==> src/rtl/fifo_pkg.sv <==
// Shared FIFO defaults, default thresholds and the log2 helper for pointer/count widths.
package fifo_pkg;

  localparam int unsigned DEF_DATA_W = 12;
  localparam int unsigned DEF_DEPTH  = 8;

  // Smallest r with 2**r >= v; usable in constant expressions.
  function automatic int unsigned log2(input int unsigned v);
    int unsigned r;
    r = 0;
    for (int unsigned i = 0; i < 32; i++) begin
      if ((32'd1 << i) < v) r = i + 1;
    end
    return r;
  endfunction

  localparam int unsigned DEF_AF_THR = DEF_DEPTH - 2;
  localparam int unsigned DEF_AE_THR = 2;

endpackage

==> src/rtl/param_fifo_if.sv <==
// Handshake and status bundle between a FIFO client (master) and the FIFO (slave).
interface param_fifo_if
  import fifo_pkg::*;
#(
  parameter int unsigned DATA_W = DEF_DATA_W,
  parameter int unsigned DEPTH  = DEF_DEPTH
);
  localparam int unsigned AW = log2(DEPTH);
  localparam int unsigned CW = AW + 1;

  logic [DATA_W-1:0] data_in;
  logic              push;
  logic              pop;
  logic [CW-1:0]     af_thr;
  logic [CW-1:0]     ae_thr;
  logic              err_clr;
  logic [DATA_W-1:0] data_out;
  logic              valid;
  logic              full;
  logic              empty;
  logic              almost_full;
  logic              almost_empty;
  logic [CW-1:0]     count;
  logic              err_ovf;
  logic              err_udf;

  modport master (
    output data_in, push, pop, af_thr, ae_thr, err_clr,
    input  data_out, valid, full, empty, almost_full, almost_empty, count, err_ovf, err_udf
  );

  modport slave (
    input  data_in, push, pop, af_thr, ae_thr, err_clr,
    output data_out, valid, full, empty, almost_full, almost_empty, count, err_ovf, err_udf
  );

endinterface

==> src/rtl/fifo_mem.sv <==
// DEPTH x DATA_W register array: one synchronous write port, one registered read port.
module fifo_mem
  import fifo_pkg::*;
#(
  parameter int unsigned DATA_W = DEF_DATA_W,
  parameter int unsigned DEPTH  = DEF_DEPTH,
  localparam int unsigned AW    = log2(DEPTH)
) (
  input  logic              clk,
  input  logic              reset,
  input  logic              we_i,
  input  logic [AW-1:0]     waddr_i,
  input  logic [DATA_W-1:0] wdata_i,
  input  logic              re_i,
  input  logic [AW-1:0]     raddr_i,
  output logic [DATA_W-1:0] rdata_o
);

  logic [DATA_W-1:0] mem_q [DEPTH];
  logic [DATA_W-1:0] rdata_q;

  // Storage is intentionally not reset; occupancy is tracked by the pointers.
  always_ff @(posedge clk) begin
    if (we_i) mem_q[waddr_i] <= wdata_i;
  end

  // Read register holds its value between reads; a same-address write returns old data.
  always_ff @(posedge clk) begin
    if (reset) begin
      rdata_q <= '0;
    end else if (re_i) begin
      rdata_q <= mem_q[raddr_i];
    end
  end

  assign rdata_o = rdata_q;

endmodule

==> src/rtl/param_fifo.sv <==
// Synchronous FIFO with programmable almost-full/empty thresholds and sticky error flags.
module param_fifo
  import fifo_pkg::*;
#(
  parameter int unsigned DATA_W = DEF_DATA_W,
  parameter int unsigned DEPTH  = DEF_DEPTH
) (
  input  logic         clk,
  input  logic         reset,
  param_fifo_if.slave  bus
);

  localparam int unsigned AW = log2(DEPTH);
  localparam int unsigned CW = AW + 1;

  logic [AW-1:0] wr_ptr_q, wr_ptr_d;
  logic [AW-1:0] rd_ptr_q, rd_ptr_d;
  logic [CW-1:0] count_q, count_d;
  logic          valid_q, valid_d;
  logic          err_ovf_q, err_ovf_d;
  logic          err_udf_q, err_udf_d;
  logic          full_c, empty_c;
  logic          push_ok_c, pop_ok_c;
  logic [DATA_W-1:0] rdata;

  assign full_c  = (count_q == CW'(DEPTH));
  assign empty_c = (count_q == '0);

  // A pop frees a slot in the same cycle, so a full FIFO still takes a push alongside it.
  assign pop_ok_c  = bus.pop && !empty_c;
  assign push_ok_c = bus.push && (!full_c || pop_ok_c);

  always_ff @(posedge clk) begin
    if (reset) begin
      wr_ptr_q  <= '0;
      rd_ptr_q  <= '0;
      count_q   <= '0;
      valid_q   <= 1'b0;
      err_ovf_q <= 1'b0;
      err_udf_q <= 1'b0;
    end else begin
      wr_ptr_q  <= wr_ptr_d;
      rd_ptr_q  <= rd_ptr_d;
      count_q   <= count_d;
      valid_q   <= valid_d;
      err_ovf_q <= err_ovf_d;
      err_udf_q <= err_udf_d;
    end
  end

  always_comb begin
    wr_ptr_d  = wr_ptr_q;
    rd_ptr_d  = rd_ptr_q;
    count_d   = count_q;
    valid_d   = pop_ok_c;
    err_ovf_d = err_ovf_q;
    err_udf_d = err_udf_q;

    if (push_ok_c) wr_ptr_d = wr_ptr_q + AW'(1);
    if (pop_ok_c)  rd_ptr_d = rd_ptr_q + AW'(1);

    case ({push_ok_c, pop_ok_c})
      2'b10:   count_d = count_q + CW'(1);
      2'b01:   count_d = count_q - CW'(1);
      default: count_d = count_q;
    endcase

    // A new error event outranks a clear arriving in the same cycle.
    if (bus.push && full_c && !bus.pop) err_ovf_d = 1'b1;
    else if (bus.err_clr)               err_ovf_d = 1'b0;

    if (bus.pop && empty_c)  err_udf_d = 1'b1;
    else if (bus.err_clr)    err_udf_d = 1'b0;
  end

  fifo_mem #(
    .DATA_W (DATA_W),
    .DEPTH  (DEPTH)
  ) u_mem (
    .clk     (clk),
    .reset   (reset),
    .we_i    (push_ok_c),
    .waddr_i (wr_ptr_q),
    .wdata_i (bus.data_in),
    .re_i    (pop_ok_c),
    .raddr_i (rd_ptr_q),
    .rdata_o (rdata)
  );

  assign bus.data_out     = rdata;
  assign bus.valid        = valid_q;
  assign bus.full         = full_c;
  assign bus.empty        = empty_c;
  assign bus.almost_full  = (count_q >= bus.af_thr);
  assign bus.almost_empty = (count_q <= bus.ae_thr);
  assign bus.count        = count_q;
  assign bus.err_ovf      = err_ovf_q;
  assign bus.err_udf      = err_udf_q;

endmodule

==> src/flat_wrapper.sv <==
// flat-port wrapper written by rule: the top's interface ports become plain ports
module param_fifo_flat import fifo_pkg::*;
#(
  parameter int unsigned DATA_W = DEF_DATA_W,
  parameter int unsigned DEPTH  = DEF_DEPTH
)
  (clk, reset, bus_data_in, bus_push, bus_pop, bus_af_thr, bus_ae_thr, bus_err_clr, bus_data_out, bus_valid, bus_full, bus_empty, bus_almost_full, bus_almost_empty, bus_count, bus_err_ovf, bus_err_udf);
  param_fifo_if #(.DATA_W(DATA_W), .DEPTH(DEPTH)) bus_i ();
  input  logic clk;
  input  logic reset;
  input wire logic [$bits(bus_i.data_in)-1:0] bus_data_in;
  input wire logic [$bits(bus_i.push)-1:0] bus_push;
  input wire logic [$bits(bus_i.pop)-1:0] bus_pop;
  input wire logic [$bits(bus_i.af_thr)-1:0] bus_af_thr;
  input wire logic [$bits(bus_i.ae_thr)-1:0] bus_ae_thr;
  input wire logic [$bits(bus_i.err_clr)-1:0] bus_err_clr;
  output wire logic [$bits(bus_i.data_out)-1:0] bus_data_out;
  output wire logic [$bits(bus_i.valid)-1:0] bus_valid;
  output wire logic [$bits(bus_i.full)-1:0] bus_full;
  output wire logic [$bits(bus_i.empty)-1:0] bus_empty;
  output wire logic [$bits(bus_i.almost_full)-1:0] bus_almost_full;
  output wire logic [$bits(bus_i.almost_empty)-1:0] bus_almost_empty;
  output wire logic [$bits(bus_i.count)-1:0] bus_count;
  output wire logic [$bits(bus_i.err_ovf)-1:0] bus_err_ovf;
  output wire logic [$bits(bus_i.err_udf)-1:0] bus_err_udf;
  assign bus_i.data_in = bus_data_in;
  assign bus_i.push = bus_push;
  assign bus_i.pop = bus_pop;
  assign bus_i.af_thr = bus_af_thr;
  assign bus_i.ae_thr = bus_ae_thr;
  assign bus_i.err_clr = bus_err_clr;
  assign bus_data_out = bus_i.data_out;
  assign bus_valid = bus_i.valid;
  assign bus_full = bus_i.full;
  assign bus_empty = bus_i.empty;
  assign bus_almost_full = bus_i.almost_full;
  assign bus_almost_empty = bus_i.almost_empty;
  assign bus_count = bus_i.count;
  assign bus_err_ovf = bus_i.err_ovf;
  assign bus_err_udf = bus_i.err_udf;
  param_fifo #(.DATA_W(DATA_W), .DEPTH(DEPTH)) u_core (.clk(clk), .reset(reset), .bus(bus_i));
endmodule
==> config.mk <==
export PLATFORM = sky130hd
export DESIGN_NAME = param_fifo_flat
export DESIGN_NICKNAME = d
export VERILOG_FILES = /design/src/rtl/fifo_pkg.sv /design/src/rtl/param_fifo_if.sv /design/src/rtl/fifo_mem.sv /design/src/rtl/param_fifo.sv /design/src/flat_wrapper.sv
export SDC_FILE = /design/constraint.sdc
export NUM_CORES = 1
export LEC_CHECK = 0
export BUFFER_PORTS_ARGS = -buffer_cell sky130_fd_sc_hd__clkbuf_2
export CAP_MARGIN = 15
export CORE_ASPECT_RATIO = 1.75
export CORE_UTILIZATION = 60
export CTS_BUF_LIST = sky130_fd_sc_hd__clkbuf_4 sky130_fd_sc_hd__clkbuf_8
export DETAILED_ROUTE_END_ITERATION = 10
export GPL_TIMING_DRIVEN = 0
export PLACE_DENSITY = 0.88
export RECOVER_POWER = 25
export SYNTH_ARGS = -nofsm -noshare
export SYNTH_HDL_FRONTEND = slang
export SYNTH_SLANG_ARGS = --single-unit
==> constraint.sdc <==
create_clock -name clk -period 3 [get_ports clk]
set_input_delay 0.15 -clock clk [delete_from_list [all_inputs] [get_ports clk]]
set_output_delay 0.15 -clock clk [all_outputs]
set_load 0.03 [all_outputs]
==> impl_metrics.yaml <==
logic_synthesis:
  synth_warnings: 0
  yosysSeqAreaShare: 0.695
  ys_types: 39
  synth_adder_area_share: 0.0283
  syn_nets: 325
  async_flop_share: 0
  synth-simple-area-share: 0.0689
  synth_top_family_by_area: "multiplexers"
  syn_inst: 289
  ys_ff_latch: 121
  avgSynthCellArea_um2: 16.9
  synth_xor_area_frac: 0.0108
  ys_dominant_reg_cell: "edfxtp_1"
  syn_area_um2: 4870
  synth_edf_count: 96
  synth_compound_area_frac: 0.0465
  yosys-mux-area-fraction: 0.122
cells_and_area:
  final_cell_mix: "edfxtp_1, clkbuf_2, nor2_1, dfxtp_1, mux4_2"
  nets: 408
  layout-drive-gt1-share: 0.325
  mostFrequentLayoutCell: "edfxtp_1"
  antenna_cells: 0
  fin_area_um2: 5810
  syn2layout_area_growth_pct: 19.2
  fin_cells: 475
die:
  die-area_um2: 8490
  core_area_um2: 7910
  rows: 43
  die_w_um: 70.1
  start_util: 0.616
  die_height_um: 121
  boundaryPins: 48
run:
  cap_violations: 0
detailed_routing:
  routed_wl_um: 9890
  avgViaCountPerCell: 6.05
  via_count: 2875
  antenna_left: 0
  drc: 0
  dr.pass1.iters: 4
  drtIter0Drc: 168
  routedWlPerCell_um: 20.8
clock_tree:
  cts_buffer_depth: 2
  cts_setup_buffers: 0
  root_buffer: "clkbuf_8"
  clk_latency_ps: 440
  numCtsBuffers: 17
  htree_levels: 4
  clk_pin_slew_ps: 70
  clock-sinks: 121
  cts_tree: "done"
  post_cts_resized: 0
power_and_ir_drop:
  power.share.combinational: 0.290
  powerDensity_nw_per_um2: 832
  clkPwrFrac: 0.289
  peakVddDrop_uv: 498
  p_leak_uw: 0.00212
  switching_share: 0.314
  finalPower_uw: 4830
  power_frac_seq: 0.421
  internal_power_uw: 3320
  switchingPower_uw: 1520
sta:
  setup_viol: 0
  drv_slew: 0
  max-slew-margin-rel: 0.482
  finalHoldViolations: 0
  tns_ps: 0
  fin_crit_sh: 0.780
  skew_ps: 15.3
  period_minus_slack_ps: 2340
  timing.fmax_mhz: 428
  worst-slew-pin-transition_ps: 773
  hold_slack_ps: 79.1
  rsz0062_at_grt: "no"
critical_path:
  cp_max_fo: 8
  critPathArrivalTime_ps: 2190
  crit_required_ps: 2850
  crit_type: "flip-flop to output port"
  worstSetupStartpointType: "flip-flop"
  reg2reg_depth: 4
  cp-end-kind: "output port"
global_routing:
  grt_max_degree: 17
  overflow: 0
  grt_usage: 0.259
  antenna_found_initial: 0
  grt_pass1_wl_um: 15400
  first_global_vias: 2931
placement:
  dpl-instance-area_um2: 5330
  portBuffers: 45
  hpwl_um: 6730
  globalplace.congestion: 0.784
  place_inst: 433
outcome:
  status: "completed"
hold_path:
  hold_depth: 2
  holdCritPathClass: "primary input to flip-flop"
==> worst paths after layout <==
kind / start / to / slack (ps)
worst max register to register: u_core.bus.count[3] / u_core.u_mem.mem_q[5][5] / 710
worst min register to register: u_core.u_mem.rdata_o[3] / u_core.u_mem.rdata_o[3] / 490
worst max-delay path: u_core.bus.count[0] / bus_almost_full / 660
worst min-delay path: reset / u_core.bus.valid / 80
==> logic make-up after synthesis <==
group | Yosys count
flip-flops | 121
buffers and inverters | 26
multiplexers | 29
XOR/XNOR | 6
AO/OA/AOI/OAI | 31
AND/OR/NAND/NOR | 65
adder cells (fa/ha/maj) | 11
==> synthesized netlist by cell type (6+ instances only) <==
library cell   n  area share
edfxtp_1      96        0.59
nor2_1        26       0.020
dfxtp_1       25        0.10
mux4_2        24        0.11
nor3_1        17       0.017
ha_1          11       0.028
o22ai_1       11       0.014
inv_1          8      0.0062
buf_2          6      0.0062
clkbuf_1       6      0.0046
nand2b_1       6      0.0077
==> power groups by stage <==
stage	sequential, µW	combinational [µW]	clock, µW
floorplan	2230	877	0
global placement	2060	1350	0
detailed placement	2070	1410	0
CTS	2040	1420	1410
global route	2050	1530	1480
finish	2040	1400	1400
==> cell type report <==
cell class / instances / area (µm²)
clock buffers: 19 / 262
well taps: 90 / 113
inverters: 8 / 30.0
flip-flops and latches: 121 / 3380
fillers: 490 / 2100
multi-input cells: 142 / 1370
repair buffers: 64 / 413
plain buffers: 18 / 113
clock inverters: 13 / 123
==> layer usage <==
layer / wire length, µm / share of wire / up-vias / global-route usage
met5: 0 / 0 / - / 0
met3: 673 / 0.068 / 23 / 0.0681
met1: 3450 / 0.35 / 1413 / 0.286
met2: 5420 / 0.55 / 141 / 0.444
met4: 339 / 0.034 / 0 / 0.153
li1: - / - / 1298 / -
==> through the flow <==
stage,utilization,worst slack (ps)
2_1_floorplan,-,367
3_3_place_gp,0.658,-503
3_5_place_dp,0.674,763
4_1_cts,0.735,632
5_1_grt,0.734,530
6_report,0.734,661
==> flip-flops by register name, indices dropped and copies added (netlist names) <==
signal                cells
u_core.rd_ptr_q           3
u_core.bus.valid          1
u_core.wr_ptr_q           3
u_core.u_mem.mem_q       96
u_core.bus.err_udf        1
u_core.u_mem.rdata_o     12
u_core.bus.count          4
u_core.bus.err_ovf        1
==> worst max-delay path, stage by stage, from the launching register on <==
cell,delay (ps)
dfxtp_1,390
buf_6,160
inv_1,80
ha_1,280
nand2b_1,140
a21o_1,180
a21o_1,170
a21o_1,170
clkbuf_2,170
==> what timing repair did <==
item	in CTS	in global routing
endpoints found under the hold margin	68	0
endpoints found under the setup margin	0	0
hold buffers	10	0
No activity file was read; power rests on OpenSTA's default activity.
